--- src/rtl/sd_resp_pkg.sv ---
// Shared types and constants for the sector responder.
package sd_resp_pkg;

    localparam int unsigned SECTOR_WORDS = 256;
    localparam int unsigned WORD_W       = 16;

    typedef enum logic [3:0] {
        StIdle,
        StDelay,
        StRdMem,
        StRdPush,
        StWrAddr,
        StWrWait,
        StWrCap,
        StWrMem,
        StDone
    } state_e;

endpackage

--- src/rtl/sd_req_edge.sv ---
// Rising-edge detector for the sector request lines; read wins when both rise together.
module sd_req_edge (
    input  logic clk_i,
    input  logic armed_i,
    input  logic rd_i,
    input  logic wr_i,
    output logic req_valid_o,
    output logic req_is_read_o
);

    logic old_rd_q;
    logic old_wr_q;
    logic rd_rise;
    logic wr_rise;

    // Tracked even through reset so a level held across reset never looks like a new edge.
    always_ff @(posedge clk_i) begin
        old_rd_q <= rd_i;
        old_wr_q <= wr_i;
    end

    assign rd_rise       = rd_i & ~old_rd_q;
    assign wr_rise       = wr_i & ~old_wr_q;
    assign req_valid_o   = armed_i & (rd_rise | wr_rise);
    assign req_is_read_o = rd_rise;

endmodule

--- src/rtl/sd_sector_responder.sv ---
// Sector responder: moves one 256-word sector per request between the core's buffer
// and a backing word memory, one handshaked memory access per word.
module sd_sector_responder
    import sd_resp_pkg::*;
#(
    parameter int unsigned LBA_BITS  = 4,
    parameter int unsigned ACK_DELAY = 2,
    parameter int unsigned MEM_AW    = LBA_BITS + 8
) (
    input  logic              clk_sys,
    input  logic              reset,
    input  logic [31:0]       sd_lba,
    input  logic              sd_rd,
    input  logic              sd_wr,
    output logic              sd_ack,
    output logic [7:0]        sd_buff_addr,
    output logic [15:0]       sd_buff_dout,
    input  logic [15:0]       sd_buff_din,
    output logic              sd_buff_wr,
    input  logic              wr_protect,
    output logic [MEM_AW-1:0] mem_addr,
    output logic              mem_rd,
    output logic              mem_wr,
    output logic [15:0]       mem_din,
    input  logic [15:0]       mem_dout,
    input  logic              mem_rdy,
    output logic              busy,
    output logic              prot_err
);

    state_e                state_q, state_d;
    logic [3:0]            cnt_q, cnt_d;
    logic [7:0]            word_q, word_d;
    logic [LBA_BITS-1:0]   lba_q, lba_d;
    logic                  is_read_q, is_read_d;
    logic                  prot_q, prot_d;
    logic                  ack_q, ack_d;
    logic                  mem_rd_q, mem_rd_d;
    logic                  mem_wr_q, mem_wr_d;
    logic                  buff_wr_q, buff_wr_d;
    logic [7:0]            buff_addr_q, buff_addr_d;
    logic [WORD_W-1:0]     buff_dout_q, buff_dout_d;
    logic [WORD_W-1:0]     mem_din_q, mem_din_d;
    logic                  prot_err_q, prot_err_d;
    logic                  req_valid, req_is_read;
    logic [7:0]            word_inc;
    logic                  last_word;
    logic                  lba_unused;

    sd_req_edge u_req_edge (
        .clk_i         (clk_sys),
        .armed_i       (state_q == StIdle),
        .rd_i          (sd_rd),
        .wr_i          (sd_wr),
        .req_valid_o   (req_valid),
        .req_is_read_o (req_is_read)
    );

    assign word_inc   = word_q + 8'd1;
    assign last_word  = (word_q == 8'(SECTOR_WORDS - 1));
    assign lba_unused = ^sd_lba[31:LBA_BITS];

    always_comb begin
        state_d     = state_q;
        cnt_d       = cnt_q;
        word_d      = word_q;
        lba_d       = lba_q;
        is_read_d   = is_read_q;
        prot_d      = prot_q;
        ack_d       = ack_q;
        mem_rd_d    = mem_rd_q;
        mem_wr_d    = mem_wr_q;
        buff_wr_d   = 1'b0;
        buff_addr_d = buff_addr_q;
        buff_dout_d = buff_dout_q;
        mem_din_d   = mem_din_q;
        prot_err_d  = prot_err_q;

        unique case (state_q)
            StIdle: begin
                if (req_valid) begin
                    state_d   = StDelay;
                    cnt_d     = 4'd0;
                    word_d    = 8'd0;
                    lba_d     = sd_lba[LBA_BITS-1:0];
                    is_read_d = req_is_read;
                    prot_d    = !req_is_read && wr_protect;
                    if (!req_is_read && wr_protect) prot_err_d = 1'b1;
                end
            end
            StDelay: begin
                if (cnt_q == 4'(ACK_DELAY)) begin
                    ack_d = 1'b1;
                    if (is_read_q) begin
                        state_d  = StRdMem;
                        mem_rd_d = 1'b1;
                    end else begin
                        state_d     = StWrAddr;
                        buff_addr_d = word_q;
                    end
                end else begin
                    cnt_d = cnt_q + 4'd1;
                end
            end
            StRdMem: begin
                if (mem_rdy) begin
                    mem_rd_d    = 1'b0;
                    buff_wr_d   = 1'b1;
                    buff_addr_d = word_q;
                    buff_dout_d = mem_dout;
                    state_d     = StRdPush;
                end
            end
            StRdPush: begin
                word_d = word_inc;
                if (last_word) begin
                    state_d = StDone;
                end else begin
                    state_d  = StRdMem;
                    mem_rd_d = 1'b1;
                end
            end
            StWrAddr: state_d = StWrWait;
            StWrWait: state_d = StWrCap;
            StWrCap: begin
                // Protected transfers still walk every buffer word but never touch memory.
                if (prot_q) begin
                    word_d = word_inc;
                    if (last_word) begin
                        state_d = StDone;
                    end else begin
                        state_d     = StWrAddr;
                        buff_addr_d = word_inc;
                    end
                end else begin
                    mem_din_d = sd_buff_din;
                    mem_wr_d  = 1'b1;
                    state_d   = StWrMem;
                end
            end
            StWrMem: begin
                if (mem_rdy) begin
                    mem_wr_d = 1'b0;
                    word_d   = word_inc;
                    if (last_word) begin
                        state_d = StDone;
                    end else begin
                        state_d     = StWrAddr;
                        buff_addr_d = word_inc;
                    end
                end
            end
            StDone: begin
                ack_d   = 1'b0;
                state_d = StIdle;
            end
            default: state_d = StIdle;
        endcase
    end

    always_ff @(posedge clk_sys) begin
        if (reset) begin
            state_q     <= StIdle;
            cnt_q       <= 4'd0;
            word_q      <= 8'd0;
            lba_q       <= '0;
            is_read_q   <= 1'b0;
            prot_q      <= 1'b0;
            ack_q       <= 1'b0;
            mem_rd_q    <= 1'b0;
            mem_wr_q    <= 1'b0;
            buff_wr_q   <= 1'b0;
            buff_addr_q <= 8'd0;
            buff_dout_q <= '0;
            mem_din_q   <= '0;
            prot_err_q  <= 1'b0;
        end else begin
            state_q     <= state_d;
            cnt_q       <= cnt_d;
            word_q      <= word_d;
            lba_q       <= lba_d;
            is_read_q   <= is_read_d;
            prot_q      <= prot_d;
            ack_q       <= ack_d;
            mem_rd_q    <= mem_rd_d;
            mem_wr_q    <= mem_wr_d;
            buff_wr_q   <= buff_wr_d;
            buff_addr_q <= buff_addr_d;
            buff_dout_q <= buff_dout_d;
            mem_din_q   <= mem_din_d;
            prot_err_q  <= prot_err_d;
        end
    end

    assign sd_ack       = ack_q;
    assign sd_buff_addr = buff_addr_q;
    assign sd_buff_dout = buff_dout_q;
    assign sd_buff_wr   = buff_wr_q;
    assign mem_addr     = MEM_AW'({lba_q, word_q});
    assign mem_rd       = mem_rd_q;
    assign mem_wr       = mem_wr_q;
    assign mem_din      = mem_din_q;
    assign busy         = (state_q != StIdle);
    assign prot_err     = prot_err_q;

endmodule

--- config.mk ---
export PLATFORM = sky130hd
export DESIGN_NAME = sd_sector_responder
export DESIGN_NICKNAME = d
export VERILOG_FILES = /design/src/rtl/sd_resp_pkg.sv /design/src/rtl/sd_req_edge.sv /design/src/rtl/sd_sector_responder.sv
export SDC_FILE = /design/constraint.sdc
export NUM_CORES = 1
export LEC_CHECK = 0
export BUFFER_PORTS_ARGS = -buffer_cell sky130_fd_sc_hd__buf_2
export CAP_MARGIN = 15
export CORE_MARGIN = 1.5
export CORE_UTILIZATION = 30
export DETAILED_ROUTE_END_ITERATION = 10
export SLEW_MARGIN = 20
export SYNTH_ARGS = -nofsm -noshare
export SYNTH_HDL_FRONTEND = slang
export SYNTH_SLANG_ARGS = --single-unit
export TNS_END_PERCENT = 30
--- constraint.sdc ---
create_clock -name clk_sys -period 4.7 [get_ports clk_sys]
set_input_delay 0.705 -clock clk_sys [delete_from_list [all_inputs] [get_ports clk_sys]]
set_output_delay 0.705 -clock clk_sys [all_outputs]
set_load 0.03 [all_outputs]
# Word-level counts from Yosys, hierarchy flattened
# Index checks and enable logic that the tools add are counted.
dict set report word_totals {
  ff_bits 69
  latchBits 0
  ram_bits 0
  rom_bits 0
  input_bits 70
  out_inout_bits 58
  elab_cells 101
  mem_count 0
}
dict set report classes {
  addsub 2
  mul 0
  div 0
  n_lt_le_gt_ge 0
  eq_ne 20
  shifts 0
  n_mux 33
  bitwise 8
  reduce_logical 22
}
# operator count
set op_table {}
lappend op_table {{two-way mux 8 bit} 9}
lappend op_table {{one-hot mux 8 bit (4 select lines)} 2}
lappend op_table {{two-way mux 4 bit} 9}
lappend op_table {{one-hot mux 4 bit (8 select lines)} 1}
lappend op_table {{!= test 2 bit, second input constant} 10}
lappend op_table {{equality test 4 x 3 -> 1 bit, second input constant} 4}
lappend op_table {{equality test 4 x 2 -> 1 bit, second input constant} 3}
lappend op_table {{nonzero test 4 bit} 3}
lappend op_table {{AND reduction 3 bit} 3}
lappend op_table {{adder 8 x 1 -> 8 bit, second input constant} 1}
lappend op_table {{equality test 8 bit, second input constant} 1}
lappend op_table {{one-hot mux 4 bit (2 select lines)} 1}
lappend op_table {{AND reduction 2 bit} 4}
lappend op_table {{AND reduction 4 bit} 2}
lappend op_table {{two-way mux 1 bit} 7}
lappend op_table {{AND reduction 6 bit} 1}
lappend op_table {{nonzero test 2 bit} 3}
lappend op_table {{AND reduction 5 bit} 1}
lappend op_table {{adder 4 x 1 -> 4 bit, second input constant} 1}
lappend op_table {{equality test 4 x 1 -> 1 bit, second input constant} 1}
lappend op_table {{equality test 4 bit, second input constant} 1}
lappend op_table {{logical NOT 4 bit} 1}
lappend op_table {{inverter 1 bit} 4}
lappend op_table {{one-hot mux 1 bit (2 select lines)} 2}
lappend op_table {{other kinds (8)} 10}

# Logic depth before layout (Yosys ltp)
# Gate-level depths: netlist of run 1.
dict set report depth {
  ltp_word 6
  ltp_mapped 8
  mapped_depth_nobuf 7
}

# Cells and area by module
# Synthesis of run 1 repeated with hierarchy kept, for this count alone.
dict set report hier_totals {
  cells_unflattened 372
  area_unflattened_um2 3047.9
}
# mod n_inst cells_each area_per_inst_um2 seq_area_each_um2
set by_module_without_submodules {}
lappend by_module_without_submodules {sd_sector_responder 1 367 2980.4 1341.3}
lappend by_module_without_submodules {sd_req_edge 1 5 67.6 40.0}

# Least setup slack after synthesis of run 1
# OpenSTA, ideal clock, no wires.
dict set report synth_path {
  path_kind {input port to flip-flop}
  startpoint {in mem_rdy}
  endpoint {reg buff_addr_q[1], in the netlist sd_buff_addr[1]}
  setup_time_ps 88
  arrival_time_ps 1890
  required_time_ps 4612
  setup_slack_ps 2722
  path_stages 7
  path_buffers 2
  cell_sequence {clkbuf_1 mux2_2 o21ai_0 nand2_1 and2_4 buf_6 a311oi_2}
}
dict set report synth_via {
  elab_chain_len 2
  word_cells_on_any_way 3
  cone_classes {eq/ne (2); reduce/logical (1)}
}
# element line_no
set synth_rtl {}
lappend synth_rtl {{start, declared} sd_sector_responder.sv:26} ;# input logic mem_rdy,
lappend synth_rtl {{!= test 2 bit (no line)} --}
lappend synth_rtl {{AND reduction 6 bit (no line) (*)} --}
lappend synth_rtl {{end signal, assigned} sd_sector_responder.sv:188} ;# buff_addr_q <= buff_addr_d;
lappend synth_rtl {{end, declared} sd_sector_responder.sv:41} ;# logic [7:0] buff_addr_q, buff_addr_d;
# Mark *: on every way between the ends. The rest lies on a longest branch, timed or not.
# A chain may end at the register's enable or synchronous reset.

# Worst setup path after layout of run 1
dict set report layout_path {
  startpoint {reg state_q[1]}
  endpoint {reg mem_din_q[14], in the netlist mem_din[14]}
}
dict set report layout_via {
  elab_chain_len 2
}
# element line_no
set layout_rtl {}
lappend layout_rtl {{start, declared} sd_sector_responder.sv:31} ;# state_e state_q, state_d;
lappend layout_rtl {{start signal, assigned} sd_sector_responder.sv:163} ;# state_q <= StIdle;
lappend layout_rtl {{start signal, assigned} sd_sector_responder.sv:178} ;# state_q <= state_d;
lappend layout_rtl {{equality test 4 x 3 -> 1 bit} sd_sector_responder.sv:79} ;# unique case (state_q)
lappend layout_rtl {{AND reduction 2 bit (no line)} --}
lappend layout_rtl {{end signal, assigned} sd_sector_responder.sv:190} ;# mem_din_q <= mem_din_d;
lappend layout_rtl {{end, declared} sd_sector_responder.sv:43} ;# logic [WORD_W-1:0] mem_din_q, mem_din_d;
# Every way passes these cells.

==> results of run 1 <==
==> worst max-delay path by stage <==
stage,to,slack [ns],startpoint,depth (start not counted)
6_report,mem_din[14],2.03,state_q[1],5
5_1_grt,mem_din[11],1.74,state_q[1],5
4_1_cts,mem_din[14],2.03,state_q[1],5
3_5_place_dp,mem_din[14],2.04,state_q[1],5
3_3_place_gp,mem_din[9],2.10,state_q[1],5
2_1_floorplan,sd_buff_addr[1],2.72,mem_rdy,7
==> layout by cell type (no fill, tap or decap), types with 3 or more instances in the layout <==
| cell | n |
|---|---|
| nand3b_1 | 4 |
| and3_1 | 3 |
| a21oi_1 | 57 |
| nand3_1 | 11 |
| nor2_1 | 26 |
| nor3_1 | 7 |
| dfxtp_1 | 69 |
| a211oi_2 | 7 |
| nand2_1 | 91 |
| o21ai_0 | 8 |
| a311oi_1 | 6 |
| xnor2_1 | 8 |
| clkbuf_8 | 9 |
| ha_1 | 3 |
| buf_2 | 99 |
| inv_1 | 9 |
==> flip-flops by register name, indices dropped and copies added (netlist names) <==
| register | count |
|---|---|
| mem_din | 16 |
| sd_buff_dout | 16 |
| sd_buff_addr | 8 |
| word_q | 8 |
| cnt_q | 4 |
| lba_q | 4 |
| state_q | 4 |
| is_read_q | 1 |
| mem_rd | 1 |
| mem_wr | 1 |
| prot_err | 1 |
| prot_q | 1 |
| sd_ack | 1 |
| sd_buff_wr | 1 |
| u_req_edge.old_rd_q | 1 |
| u_req_edge.old_wr_q | 1 |
==> final cells by class <==
class	count	area (um2)	share of cell area, %
clock buffer	9	124	3.22
clock inverter	7	73.8	1.92
inverter	9	33.8	0.877
multi-input combinational	275	1570	40.7
sequential	69	1380	35.9
tap	133	166	4.32
timing repair buffer	100	503	13.1
==> metrics by stage <==
stage	std cells	worst slack [ns]	power [mW]
finish	602	2.03	1.40
global route	602	1.74	1.47
CTS	602	2.03	1.42
detailed placement	586	2.04	0.926
global placement	586	2.10	0.921
floorplan	377	2.72	0.858
==> routing by layer <==
metal / wire (um) / global-route usage (%) / vias to the layer above
met2: 3770 / 23.4 / 82
met5: 0 / 0 / -
met1: 3530 / 18.7 / 1336
met3: 460 / 3.06 / 7
met4: 108 / 6.46 / 0
li1: - / - / 1482
==> power by group <==
group          internal, mW  total, mW  leakage [nW]  switching [mW]
clock                 0.247      0.484        0.0996           0.237
combinational        0.0953      0.258         0.847           0.162
sequential            0.614      0.654         0.559          0.0396
==> worst reg2reg max path, stage by stage (launching register included) <==
cell	delay [ns]
dfxtp_1	0.82
and2b_1	0.34
nand2_1	0.32
nor3_2	0.84
nand2_1	0.14
a21oi_1	0.15
==> cell usage after synthesis (all sizes together), types with 3 or more instances <==
master / instances / area [um2]
nor3: 8 / 45.0
a211oi: 7 / 87.6
a311oi: 8 / 93.8
inv: 9 / 33.8
nand2: 91 / 342
buf: 14 / 77.6
a21oi: 58 / 294
ha: 3 / 37.5
and3: 3 / 18.8
clkbuf: 10 / 37.5
nand3: 12 / 65.1
nand3b: 4 / 30.0
xnor2: 8 / 70.1
o21ai: 8 / 40.0
dfxtp: 69 / 1380
nor2: 27 / 104
==> cell families after synthesis <==
logic type | synth area share [%]
xor gates and xnor gates | 2.83
muxes | 0.727
AOI/OAI and AO/OA | 21.4
and+or+nand+nor | 24.4
adders and majority gates | 1.21
DFF | 44.6
buffers and inverters | 4.80
==> summary.md, run 1 <==
| Metric | Value |
|---|---|
| Outcome | `completed` |
| Hold Slack | `0.455 ns` |
| Setup Viol. Count Final | `0` |
| Net Count, Synth | `450` |
| Largest net degree at the start of global routing | `66` |
| CTS root buffer | `clkbuf_8` |
| Worst hold stages | `2` |
| DR vias | `2907` |
| Beginning of the worst register-to-register path | `state_q[1]` |
| CP delay by family, top | `simple AND/OR/NAND/NOR gates` |
| Ys Warns | `0` |
| Flop2flop setup slack | `2.03 ns` |
| GP Congestion | `roughly 0.8` |
| Detailed Route Iter0 Violations | `~260` |
| Global route overflow | `0` |
| Clock Latency Late Sink | `0.34 ns` |
| Seq/Total Area, Yosys | `44.6%` |
| Worst hold start | `mem_din[5]` |
| Longest Clk Path Bufs | `2` |
| Vias in the first global route | `2698` |
| Num CTS Buffers | `9` |
| Avg WL per Cell | `13.1 um` |
| Global-route wire length before repair | `13.0 mm` |
| Post-CTS setup repair buffer count | `0` |
| Clk sinks | `69` |
| Static Leak | `1.51 nW` |
| Required @ worst endpoint | `4.96 ns` |
| Total wire length | `7.87 mm` |
| Clock tree from TritonCTS | `yes` |
| Port buffer count | `between 90 and 100` |
| Max-cap viol count | `0` |
| Clock Skew | `0.00753 ns` |
| Crit-path cells | `and2b_1 > nand2_1 > nor3_2 > nand2_1 > a21oi_1` |
| Number of synthesized flops with an enable pin | `0` |
| Post-route ant nets | `0` |
| R2R cell count | `5` |
| RSZ-0062 raised after global routing | `no` |
| Die footprint | `10900 um2` |
| Post-cts resize count | `0` |
| Placed inst area | `3650 um2` |
| Die height | `105 um` |
| Synth Instances | `377` |
| PD cells | `362 nW/um2` |
| Area growth syn-to-layout | `24.3%` |
| Reg2reg end | `mem_din[14]` |
| Util after Layout | `38.9%` |
| Rows | `36` |
| Gr usage total | `14.6%` |
| CP max stage cell | `nor3_2` |
| Distinct cells, synth | `54` |
| Startpoint Class | `register` |
| Antenna Cells | `0` |
| Synthesized cell area | `3100 um2` |
| Mean number of vias per cell | `4.83` |
| Peak VDD IR | `0.000122 V` |
| Dpl hpwl | `about 5.4 mm` |
| Crit. End Element | `register` |
| # H-tree levels | `3` |
| Hold path endpoint | `mem_din[5]` |
| Final TNS setup | `0 ns` |
| Period utilization | `56.8%` |
| # IOs | `128` |
| Post-route cell area | `3850 um2` |
| Hold crit path type | `register to register` |
| CP max stage delay | `about 0.84 ns` |
| Final Critical Period | `2.67 ns` |
| Router iterations before antenna repair | `4` |
| Hold_buf cts | `0` |
| F_max | `375 MHz` |
| Most frequent CP cell | `nand2_1` |
| WP data arrival | `2.93 ns` |
| Fillers | `between 1000 and 1500` |
| DRC viols | `0` |
| Post-synth ARST share | `0%` |
| Hold Fails Final Rpt | `0` |
| Worst-path clk slew | `0.08 ns` |
| Syn Area/Cell | `slightly above 8 um2` |
| Main synth FF type | `dfxtp_1` |
| Core Region | `about 10000 um2` |
| Fin. max-slew vios | `0` |
| Worst Tran Pin Value | `approximately 0.93 ns` |
| Initial antenna violation count | `0` |
| WP buf/inv | `0` |
| Share of cells above drive strength 1 | `29.2%` |
| Kind of critical path | `register to register` |
| FF+latch count, synth | `69` |
| Fin nets | `~540` |
| Max-slew headroom | `a little under two fifths` |
| Die width | `105 um` |
| Initial Utilization | `about 31%` |
| Crit Path Max Fanout | `23` |
Note: power is estimated with default switching activity, not from simulation.
==> run 2: changes to the inputs <==
==> constraint.sdc (replaced) <==
create_clock -name clk_sys -period 2.6 [get_ports clk_sys]
set_input_delay 0.39 -clock clk_sys [delete_from_list [all_inputs] [get_ports clk_sys]]
set_output_delay 0.39 -clock clk_sys [all_outputs]
set_load 0.03 [all_outputs]
==> summary.md, run 2 (same netlist as run 1, synthesis figures left out) <==
| Metric | Value |
|---|---|
| Antenna Cells | `0 (unchanged)` |
| Clk sinks | `69 (unchanged)` |
| Multi-input logic area | `1570 um2 (unchanged)` |
| Hold_buf cts | `0 (unchanged)` |
| # IOs | `128 (unchanged)` |
| Worst Tran Pin Value | `0.745 ns (-0.185 ns)` |
| Startpoint Class | `register` |
| Flop2flop setup slack | `0.57 ns (-1.46 ns)` |
| Crit Path Max Fanout | `14 (-39%)` |
| Final Critical Period | `2.07 ns` |
| Post-route cell area | `3890 um2 (+1.1%)` |
| Hold crit path type | `primary input to register` |
| Router iterations before antenna repair | `4 (unchanged)` |
| DRC viols | `0 (unchanged)` |
| Period utilization | `79.5%` |
| Initial antenna violation count | `0 (unchanged)` |
| Rows | `36 (unchanged)` |
| Leading cell types in the layout, fill and taps excluded | `buf_2, nand2_1, dfxtp_1` |
| Die footprint | `10900 um2 (unchanged)` |
| Initial Utilization | `31.3% (unchanged)` |
| Gr usage total | `14.9% (+0.33 points)` |
| Setup Viol. Count Final | `0 (unchanged)` |
| Total wire length | `7.87 mm (about the same)` |
| Core Region | `9910 um2 (unchanged)` |
| Static Leak | `1.53 nW (+1.9%)` |
| Port buffer count | `99 (unchanged)` |
| CTS root buffer | `clkbuf_8` |
| Die width | `105 um (unchanged)` |
| Post-CTS setup repair buffer count | `0 (unchanged)` |
| Num CTS Buffers | `9 (unchanged)` |
| Share of cells above drive strength 1 | `30.1% (+0.89 points)` |
| Global route overflow | `0 (unchanged)` |
| Hold Fails Final Rpt | `0 (unchanged)` |
| Max-slew headroom | `49.8% (+12 points)` |
| Post-cts resize count | `0 (unchanged)` |
| Worst-path clk slew | `0.07 ns (about the same)` |
| Final TNS setup | `0 ns (unchanged)` |
| Outcome | `completed` |
| Post-route insts no fill | `608 (+1.0%)` |
| Placed inst area | `3710 um2 (+1.4%)` |
| Largest net degree at the start of global routing | `46 (-30%)` |
| Required @ worst endpoint | `2.21 ns (-2.75 ns)` |
| DR vias | `2900 (-0.24%)` |
| Post-route ant nets | `0 (unchanged)` |
| # H-tree levels | `3 (unchanged)` |
| Fin nets | `544 (+1.3%)` |
| Avg WL per Cell | `12.9 um (-1.0%)` |
| Vias in the first global route | `2702 (+0.15%)` |
| Max-cap viol count | `0 (unchanged)` |
| Global-route wire length before repair | `13.1 mm (+0.90%)` |
| Longest Clk Path Bufs | `2 (unchanged)` |
| Clock Skew | `0.0123 ns (+0.00473 ns)` |
| Peak VDD IR | `0.000218 V (+78%)` |
| Register area | `1380 um2 (unchanged)` |
| Commonest non-fill, non-tap cell in the layout | `buf_2` |
| WP data arrival | `1.68 ns (-1.25 ns)` |
| Fin. max-slew vios | `0 (unchanged)` |
| Cells after DPL | `593 (+1.2%)` |
| Clock Latency Late Sink | `0.35 ns (about the same)` |
| Util after Layout | `39.3% (+0.43 points)` |
| Crit. End Element | `output pin` |
| Kind of critical path | `register to output pin` |
| Die height | `105 um (unchanged)` |
| GP Congestion | `0.803 (unchanged)` |
| Mean number of vias per cell | `4.77 (-1.2%)` |
| F_max | `484 MHz` |
| Fillers | `1048 (-0.38%)` |
| Dpl hpwl | `5.56 mm (+2.1%)` |
| Area growth syn-to-layout | `25.6%` |
| Detailed Route Iter0 Violations | `287 (+11%)` |
| RSZ-0062 raised after global routing | `no` |
| Total power | `2.51 mW (+80%)` |
| PD cells | `646 nW/um2 (+78%)` |
| Clock tree from TritonCTS | `yes` |
## run 2: changes by cell type in the layout (fill, tap and decap cells not counted)
cell	before	now
buf_4	1	8
clkinvlp_4	1	2
clkinv_4	2	0
## run 2: power breakdown
part           switching, mW  internal, mW  total, mW
clock network          0.413         0.437      0.850
logic                  0.323         0.184      0.507
registers             0.0456          1.11       1.16
total                  0.782          1.73       2.51
## run 2: final timing paths
check                                 from                   to  cells after the start
worst max-delay path            state_q[3]                 busy                      3
worst min-delay path                 sd_wr  u_req_edge.old_wr_q                      1
worst max register to register    cnt_q[0]      sd_buff_addr[1]                      7
worst min register to register    lba_q[3]             lba_q[3]                      2
## run 2: cell type report
class,instances,area share [%]
clock buffers,9,3.18
clock inverters,6,1.64
inverters,9,0.868
repair buffers,107,14.3
well taps,133,4.27
flip-flops and latches,69,35.5
multi-input cells,275,40.3
## run 2: layer usage
layer | track usage (%) | wire (um)
met1 | 18.2 | 3600
met5 | 0 | 0
met3 | 3.31 | 334
met4 | 7.53 | 158
met2 | 24.5 | 3770
## run 2: per-stage QoR
step | worst slack [ns] | hold WS (ns)
after floorplan | 0.627 | 0.418
after global placement | 0.603 | 0.436
after detailed placement | 0.572 | 0.445
after CTS | 0.547 | 0.142
after global routing | 0.339 | 0.142
final | 0.532 | 0.161
## run 2: worst max-delay path, stage by stage, from the launching register on
cell     delay [ns]
dfxtp_1        0.50
nor4_1         0.51
inv_1          0.12
buf_2          0.21
